[config.mk]
export PLATFORM = sky130hd
export DESIGN_NAME = bus_capture_reader_flat
export DESIGN_NICKNAME = d
export VERILOG_FILES = /design/src/rtl/bus_capture_reader_if.sv /design/src/rtl/bus_capture_reader.sv /design/src/flat_wrapper.sv
export SDC_FILE = /design/constraint.sdc
export NUM_CORES = 1
export LEC_CHECK = 0
export BUFFER_PORTS_ARGS = -buffer_cell sky130_fd_sc_hd__buf_2
export CORE_AREA = 2 2 67 69
export DETAILED_ROUTE_END_ITERATION = 10
export DIE_AREA = 0 0 69 71
export SLEW_MARGIN = 20
export SYNTH_ARGS = -nofsm -noshare
export SYNTH_HDL_FRONTEND = slang
export SYNTH_SLANG_ARGS = --single-unit
[constraint.sdc]
create_clock -name CK -period 3.45 [get_ports CK]
set_clock_uncertainty 0.2 [all_clocks]
set_input_delay 0.5175 -clock CK [delete_from_list [all_inputs] [get_ports CK]]
set_output_delay 0.5175 -clock CK [all_outputs]
set_load 0.005 [all_outputs]
[src/rtl/bus_capture_reader_if.sv]
// Byte-bus handshake bundle between a bus master and bus_capture_reader.
// BUS_P exists only when BUS_PARITY_EN is defined.
interface bus_capture_reader_if #(
  parameter int WIDTH = 8
);
  logic [WIDTH-1:0] BUS;
`ifdef BUS_PARITY_EN
  logic             BUS_P;
`endif
  logic             STB_n;
  logic             ACK_n;

`ifdef BUS_PARITY_EN
  modport master (output BUS, output BUS_P, output STB_n, input ACK_n);
  modport slave  (input BUS, input BUS_P, input STB_n, output ACK_n);
`else
  modport master (output BUS, output STB_n, input ACK_n);
  modport slave  (input BUS, input STB_n, output ACK_n);
`endif
endinterface

[src/rtl/bus_capture_reader.sv]
// Receiver for the registered tri-state byte bus: synchronises the master's
// strobe, captures BUS into a circular FIFO and acknowledges, inserting wait
// states while the FIFO is full. Bytes leave through a valid/ready port.
// Optional feature macro: BUS_PARITY_EN (odd parity check on BUS/BUS_P, sticky PERR).
module bus_capture_reader #(
  parameter int DEPTH = 4,
  parameter int WIDTH = 8
) (
  input  logic                     CK,
  input  logic                     RESET,
  bus_capture_reader_if.slave      bus_if,
  output logic [WIDTH-1:0]         DOUT,
  output logic                     VALID,
  input  logic                     READY,
  output logic [$clog2(DEPTH):0]   COUNT,
  output logic                     PERR,
  input  logic                     CLR_ERR
);
  localparam int          AW         = $clog2(DEPTH);
  localparam logic [AW:0] FULL_COUNT = DEPTH[AW:0];

  typedef enum logic [1:0] {
    ST_IDLE,
    ST_WAIT_SPACE,
    ST_ACK
  } state_t;

  state_t           state;
  logic             s1;
  logic             s2;
  logic             ack_n;
  logic [WIDTH-1:0] mem [DEPTH];
  logic [AW-1:0]    wr_ptr;
  logic [AW-1:0]    rd_ptr;
  logic [AW:0]      count;
  logic             full;
  logic             push;
  logic             pop;

  // Push/pop decisions; push uses the registered full flag, so a same-edge pop cannot free space.
  always_comb begin
    full = (count == FULL_COUNT);
    // An abandoned strobe (s2 high) never pushes, even if space has just appeared.
    push = !s2 && !full && (state != ST_ACK);
    pop  = (count != '0) && READY;
  end

  // Two-flop synchroniser for the asynchronous strobe; idles high.
  always_ff @(posedge CK) begin
    if (RESET) begin
      s1 <= 1'b1;
      s2 <= 1'b1;
    end else begin
      s1 <= bus_if.STB_n;
      s2 <= s1;
    end
  end

  // Handshake FSM with registered acknowledge.
  always_ff @(posedge CK) begin
    if (RESET) begin
      state <= ST_IDLE;
      ack_n <= 1'b1;
    end else begin
      case (state)
        ST_IDLE: begin
          if (!s2) begin
            if (!full) begin
              ack_n <= 1'b0;
              state <= ST_ACK;
            end else begin
              state <= ST_WAIT_SPACE;
            end
          end
        end
        ST_WAIT_SPACE: begin
          if (s2) begin
            state <= ST_IDLE;
          end else if (!full) begin
            ack_n <= 1'b0;
            state <= ST_ACK;
          end
        end
        ST_ACK: begin
          if (s2) begin
            ack_n <= 1'b1;
            state <= ST_IDLE;
          end
        end
        default: begin
          ack_n <= 1'b1;
          state <= ST_IDLE;
        end
      endcase
    end
  end

  // FIFO storage; contents need no reset since VALID gates them.
  always_ff @(posedge CK) begin
    if (push) begin
      mem[wr_ptr] <= bus_if.BUS;
    end
  end

  // FIFO pointers and occupancy.
  always_ff @(posedge CK) begin
    if (RESET) begin
      wr_ptr <= '0;
      rd_ptr <= '0;
      count  <= '0;
    end else begin
      if (push) begin
        wr_ptr <= wr_ptr + 1'b1;
      end
      if (pop) begin
        rd_ptr <= rd_ptr + 1'b1;
      end
      if (push && !pop) begin
        count <= count + 1'b1;
      end else if (pop && !push) begin
        count <= count - 1'b1;
      end
    end
  end

  assign bus_if.ACK_n = ack_n;
  assign DOUT         = mem[rd_ptr];
  assign VALID        = (count != '0);
  assign COUNT        = count;

`ifdef BUS_PARITY_EN
  logic perr;

  // Sticky parity error; a bad push wins over a same-cycle clear.
  always_ff @(posedge CK) begin
    if (RESET) begin
      perr <= 1'b0;
    end else if (push && !(^{bus_if.BUS, bus_if.BUS_P})) begin
      perr <= 1'b1;
    end else if (CLR_ERR) begin
      perr <= 1'b0;
    end
  end

  assign PERR = perr;
`else
  logic unused_clr_err;

  assign unused_clr_err = CLR_ERR;
  assign PERR           = 1'b0;
`endif
endmodule
[src/flat_wrapper.sv]
// flat-port wrapper written by rule: the top's interface ports become plain ports
module bus_capture_reader_flat 
#(
  parameter int DEPTH = 4,
  parameter int WIDTH = 8
)
  (CK, RESET, DOUT, VALID, READY, COUNT, PERR, CLR_ERR, bus_if_BUS, bus_if_STB_n, bus_if_ACK_n);
  bus_capture_reader_if #(.WIDTH(WIDTH)) bus_if_i ();
  input  logic CK;
  input  logic RESET;
  output logic [WIDTH-1:0] DOUT;
  output logic VALID;
  input  logic READY;
  output logic [$clog2(DEPTH):0] COUNT;
  output logic PERR;
  input  logic CLR_ERR;
  input wire logic [$bits(bus_if_i.BUS)-1:0] bus_if_BUS;
  input wire logic [$bits(bus_if_i.STB_n)-1:0] bus_if_STB_n;
  output wire logic [$bits(bus_if_i.ACK_n)-1:0] bus_if_ACK_n;
  assign bus_if_i.BUS = bus_if_BUS;
  assign bus_if_i.STB_n = bus_if_STB_n;
  assign bus_if_ACK_n = bus_if_i.ACK_n;
  bus_capture_reader #(.DEPTH(DEPTH), .WIDTH(WIDTH)) u_core (.CK(CK), .RESET(RESET), .bus_if(bus_if_i), .DOUT(DOUT), .VALID(VALID), .READY(READY), .COUNT(COUNT), .PERR(PERR), .CLR_ERR(CLR_ERR));
endmodule
# Word-level counts from Yosys, hierarchy flattened
# Memories as Yosys holds them, arrays and structs flattened. A register that Yosys moved wholly into a read port is not among the register bits.
# Index checks and enable logic that the tools add are counted.
# W data, S select, Z words.
# classes
add_sub_neg	4
eq_ne	9
muxes	16
reduce_logical	15
# op_table
op	n
$mux W2	7
$ne A2 B2 Y1 const B	4
$mux W3	2
$pmux W2 S3	1
$reduce_and A3 Y1	2
$logic_and A1 B1 Y1	5
$mux W1	5
$add A2 B1 Y2 const B	2
$logic_not A1 Y1	4
$add A3 B1 Y3 const B	1
$eq A3 B3 Y1 const B	1
$ne A3 B2 Y1 const B	1
$reduce_bool A3 Y1	1
$sub A3 B1 Y3 const B	1
$eq A2 B1 Y1 const B	1
$eq A2 B2 Y1 const B	1
$logic_not A2 Y1	1
$ne A2 B1 Y1 const B	1
$pmux W1 S2	1
$reduce_bool A2 Y1	1
$reduce_or A2 Y1	1
# word_totals
reg_bits	12
ram_bits	32
input_bits	13
out_inout_bits	14
elab_cells	52
mem_count	1
# memory_table
name	words	word_bits	read_ports	rd_ports_with_merged_regs	write_ports	line_no	text
u_core.mem	4	8	1	1	1	bus_capture_reader.sv:32	logic [WIDTH-1:0] mem [DEPTH];

# Logic depth before layout (Yosys ltp)
# logic_depth
ltp_word	8
mapped_depth	8
depth_no_buf	8

# Least setup slack after synthesis
# OpenSTA, ideal clock, no wires.
# synth_timing
path_type	reg-to-reg
start	register u_core.count[0] (netlist: u_core.COUNT[0])
end	register u_core.count[2] (netlist: u_core.COUNT[2])
setup_time_ps	70
arrival_ps	2254
required_ps	3180
setup_slack_ps	926
path_stages_with_launch	9
path_buffers	0
period_less_slack_ps	2524
cell_sequence	dfxtp_1 > nor3b_2 > nor3_1 > ha_1 > inv_1 > fa_1 > xor2_1 > or3_2 > a21oi_1
# synth_between
elab_chain_len	7
word_cells_on_any_way	15
cone_classes	2 x add/sub; 1 x eq/ne; 2 x mux; 10 x reduce/logical
# synth_rtl
item	line_no	text
start: declaration	bus_capture_reader.sv:35	logic [AW:0] count;
start signal: assignment	bus_capture_reader.sv:119	count <= count + 1'b1;
start signal: assignment	bus_capture_reader.sv:121	count <= count - 1'b1;
$eq A3 B3 Y1 *	bus_capture_reader.sv:42	full = (count == FULL_COUNT);
$logic_not A1 Y1 *	bus_capture_reader.sv:44	push = !s2 && !full && (state != ST_ACK);
$logic_and A1 B1 Y1 * (2 in a row)	bus_capture_reader.sv:44	
named net u_core.push	bus_capture_reader.sv:37	logic push;
$logic_not A1 Y1	bus_capture_reader.sv:120	end else if (pop && !push) begin
$logic_and A1 B1 Y1	bus_capture_reader.sv:120	
$reduce_bool A2 Y1 (no line)	-	
# The timed path passes the listed nets; every way through them passes the cells marked *. The select of a mux whose other input is x is not followed.
# A chain may end at the register's enable or synchronous reset.

# Worst setup path in the final report
# Ends and elaborated chain as after synthesis.

==> metrics.md <==
| Metric | Value |
|---|---|
| GRT met3 Usage | 3.704% |
| Pin count of the biggest net entering global routing | 15 |
| CP bufs+invs | 1 |
| Cell family with most CP delay | simple AND/OR/NAND/NOR gates |
| Initial drt markers | 34 |
| Syn_area_per_cell | 16.95 um2 |
| Die ar. | 4899 um2 |
| Share of cells above drive strength 1 | 33.08% |
| Pwr Density | 650.8 nW/um2 |
| Cts bufs inserted | 5 |
| Clock Sinks | 46 |
| Vias in the first global route | 955 |
| Most frequent cells in the layout | edfxtp_1 (32), buf_2 (24), dfxtp_1 (14) |
| Setup violations, final | 0 |
| Hold Startpoint | bus_if_STB_n |
| Clk pin slew, worst setup/hold paths | 80 ps |
| Dpl ws | 614.6 ps |
| Warnings, synthesis | 0 |
| Max Buffers Root-to-Sink | 2 |
| Hold endpoint | u_core.s1 |
| Syn Inst Count | 106 |
| DR vias/cell | 5.108 |
| Die span in y | 71 um |
| Worst slew pin tran | 536.4 ps |
| Core footprint | 4204 um2 |
| HP Class | in -> reg |
| Unrepaired setup endpoints after global routing | false |
| Post-DP HPWL | 1849 um |
| First-pass GRT wire length | 4623 um |
| Total setup buffers inserted after CTS | 0 |
| Total global routing overflow | 0 |
| Max Cap Viol | 0 |
| Count of cell types in the netlist | 31 |
| Row cnt | 24 |
| Cell area after synthesis | 1797 um2 |
| Final Hold Fails | 0 |
| ANT cells | 0 |
| Register area | 1241 um2 |
| Max FO, Critical Path | 8 |
| CP Depth | 8 |
| Cts hold-fix bufs | 0 |
| Final slew viol count | 0 |
| Clk root buf | clkbuf_8 |
| Post-Route WL | 2753 um |
| Crit start category | flop |
| DRC | 0 |
| Setup_tns | 0 ps |
| Worst Path Required | 3480 ps |
| Crit. End Element | flop |
| Signal arrival time at the worst endpoint | 2860 ps |
| Synth Net Count | 125 |
| I/O Pins | 27 |
| Critical path type | reg -> reg |
| Met1 Track Usage GR | 15.07% |
| Via count | 945 |
| Final setup margin | 613.4 ps |
| Final min period | 2837 ps |
| GRT Total Usage | 12.58% |
| VDD IR-drop max | 0.0003422 V |
| Finished Layout Cells | 185 |
| Static leakage | 0.0007405 uW |
| Met2 Usage GRT | 20.73% |
| Post-layout util | 49.11% |
| Most common cell after layout, fill and taps aside | edfxtp_1 |
| Post-synthesis sequential area ratio | 69.08% |
| Area grow syn2layout | 14.90% |
| CP peak stage delay | 510 ps |
| Fillers | 385 |
| FF-to-FF Start | u_core.COUNT[0] |
| Period utilization | 82.22% |
| Post-CTS sizing | 0 |
| Post-Layout Inst Area | 2064 um2 |
| DRT Pass-1 Iters | 4 |
| TritonCTS clock tree | done |
| GRT busiest layer | met2 |
| Worst-skew pair later-pin latency | 290 ps |
| R2r endpoint | u_core.COUNT[2] |
| H-tree depth | 2 |
| Hold path cells | 2 |
| Antenna violations before repair | 0 |
| Area after DPL | 1962 um2 |
| Cells along the critical path | nor3b_2 > nor3_1 > ha_1 > inv_1 > fa_1 > xor2_1 > or3_2 > a21oi_1 |
| Gp weighted congestion | 0.7143 |
| Wire per inst | 14.88 um |
| Worst R2R Path Depth | 8 |
| Cell with the largest stage delay on the worst path | dfxtp_1 |
| Die Wd | 69 um |
| ANT nets after route | 0 |
| Rel. slew slack | 64.19% |
| Status | finished, final reports clean |
| Fmax | 352.5 MHz |
| Initial core utilization | 42.74% |
| Area of the multi-input gates | 524.3 um2 |
| R2R setup slack | 610 ps |
| PortBufs | 24 |
| Final #Nets | 152 |
| Synthesized flop and latch total | 46 |
| Placed Cells incl. Taps | 178 |
cells by family after synthesis:
kind of cell               synth area share, %
and+or+nand+nor                          7.868
buffers and inverters                    1.740
adders and majority gates                4.596
AOI/OAI and AO/OA                        3.969
other                                   0.2087
DFF                                      69.08
muxes                                    10.58
xor gates and xnor gates                 1.950
Yosys cell counts:
master	count	area, um2
mux4_2	8	180.2
ha_1	5	62.56
nor3_1	1	5.000
o21ai_0	1	5.000
nor3b_2	1	12.51
nor2_1	6	22.52
a2111oi_0	1	8.760
nand2b_1	2	12.51
buf_2	1	5.000
buf_4	1	7.510
buf_1	1	3.750
mux2i_1	1	10.01
o21a_1	1	7.510
a21oi_1	2	10.01
or3_2	2	15.01
o311ai_0	1	8.760
dfxtp_1	14	280.3
or4_1	2	15.01
or3b_2	1	8.760
conb_1	1	3.750
inv_1	3	11.26
fa_1	1	20.02
and2_1	4	25.02
edfxtp_1	32	960.9
clkbuf_1	1	3.750
o31ai_1	3	22.52
nor4_1	1	6.260
nor2b_1	1	6.260
o32ai_1	1	8.760
or2_2	2	12.51
xor2_1	4	35.03
sequential cells by signal, indices dropped and copies added, names as in the netlist, named ones only:
signal,cells
u_core.wr_ptr,2
u_core.state,2
u_core.COUNT,3
u_core.mem,32
u_core.rd_ptr,2
u_core.bus_if.ACK_n,1
u_core.s2,1
u_core.s1,1
routing by layer:
metal	share of wire, %	wire length, um	vias up
met3	5.3	145	7
met1	44	1204	459
met4	2.1	57	0
li1	-	-	454
met2	49	1346	25
met5	0	0	-
worst register-to-register path, cell delays in order (launching register included):
cell and delay (ps):
dfxtp_1 510, nor3b_2 130, nor3_1 450, ha_1 320, inv_1 70, fa_1 380, xor2_1 160, or3_2 410
a21oi_1 140
layout make-up:
| class | instances | area share, % |
|---|---|---|
| sequential | 46 | 60.12 |
| multi-input combinational | 53 | 25.39 |
| timing repair buffer | 24 | 5.818 |
| clock buffer | 5 | 3.333 |
| tap | 52 | 3.152 |
| clock inverter | 2 | 1.636 |
| inverter | 3 | 0.5455 |
report_power, final:
group | switching, uW | total, uW | internal, uW
clock network | 167 | 376 | 209
logic | 107 | 269 | 161
registers | 68.5 | 699 | 630
total | 343 | 1340 | 1000
per-stage QoR:
step | hold WS [ps] | power, uW
after global placement | 194.4 | 977.2
after CTS | 201.1 | 1359
after detailed placement | 192.3 | 986.7
after global routing | 208.8 | 1419
final | 202.9 | 1344
after floorplan | 189.5 | 888.1
how the worst max path moves through the flow:
| stage | startpoint | to | slack [ps] |
|---|---|---|---|
| 6_report | u_core.COUNT[0] | u_core.COUNT[2] | 610 |
| 5_1_grt | u_core.COUNT[0] | u_core.COUNT[2] | 400 |
| 4_1_cts | u_core.COUNT[0] | u_core.COUNT[2] | 590 |
| 3_5_place_dp | u_core.COUNT[0] | u_core.COUNT[2] | 610 |
| 3_3_place_gp | u_core.COUNT[0] | u_core.COUNT[2] | 730 |
| 2_1_floorplan | u_core.COUNT[0] | u_core.COUNT[2] | 930 |
Power figures use the tool's default switching activity.
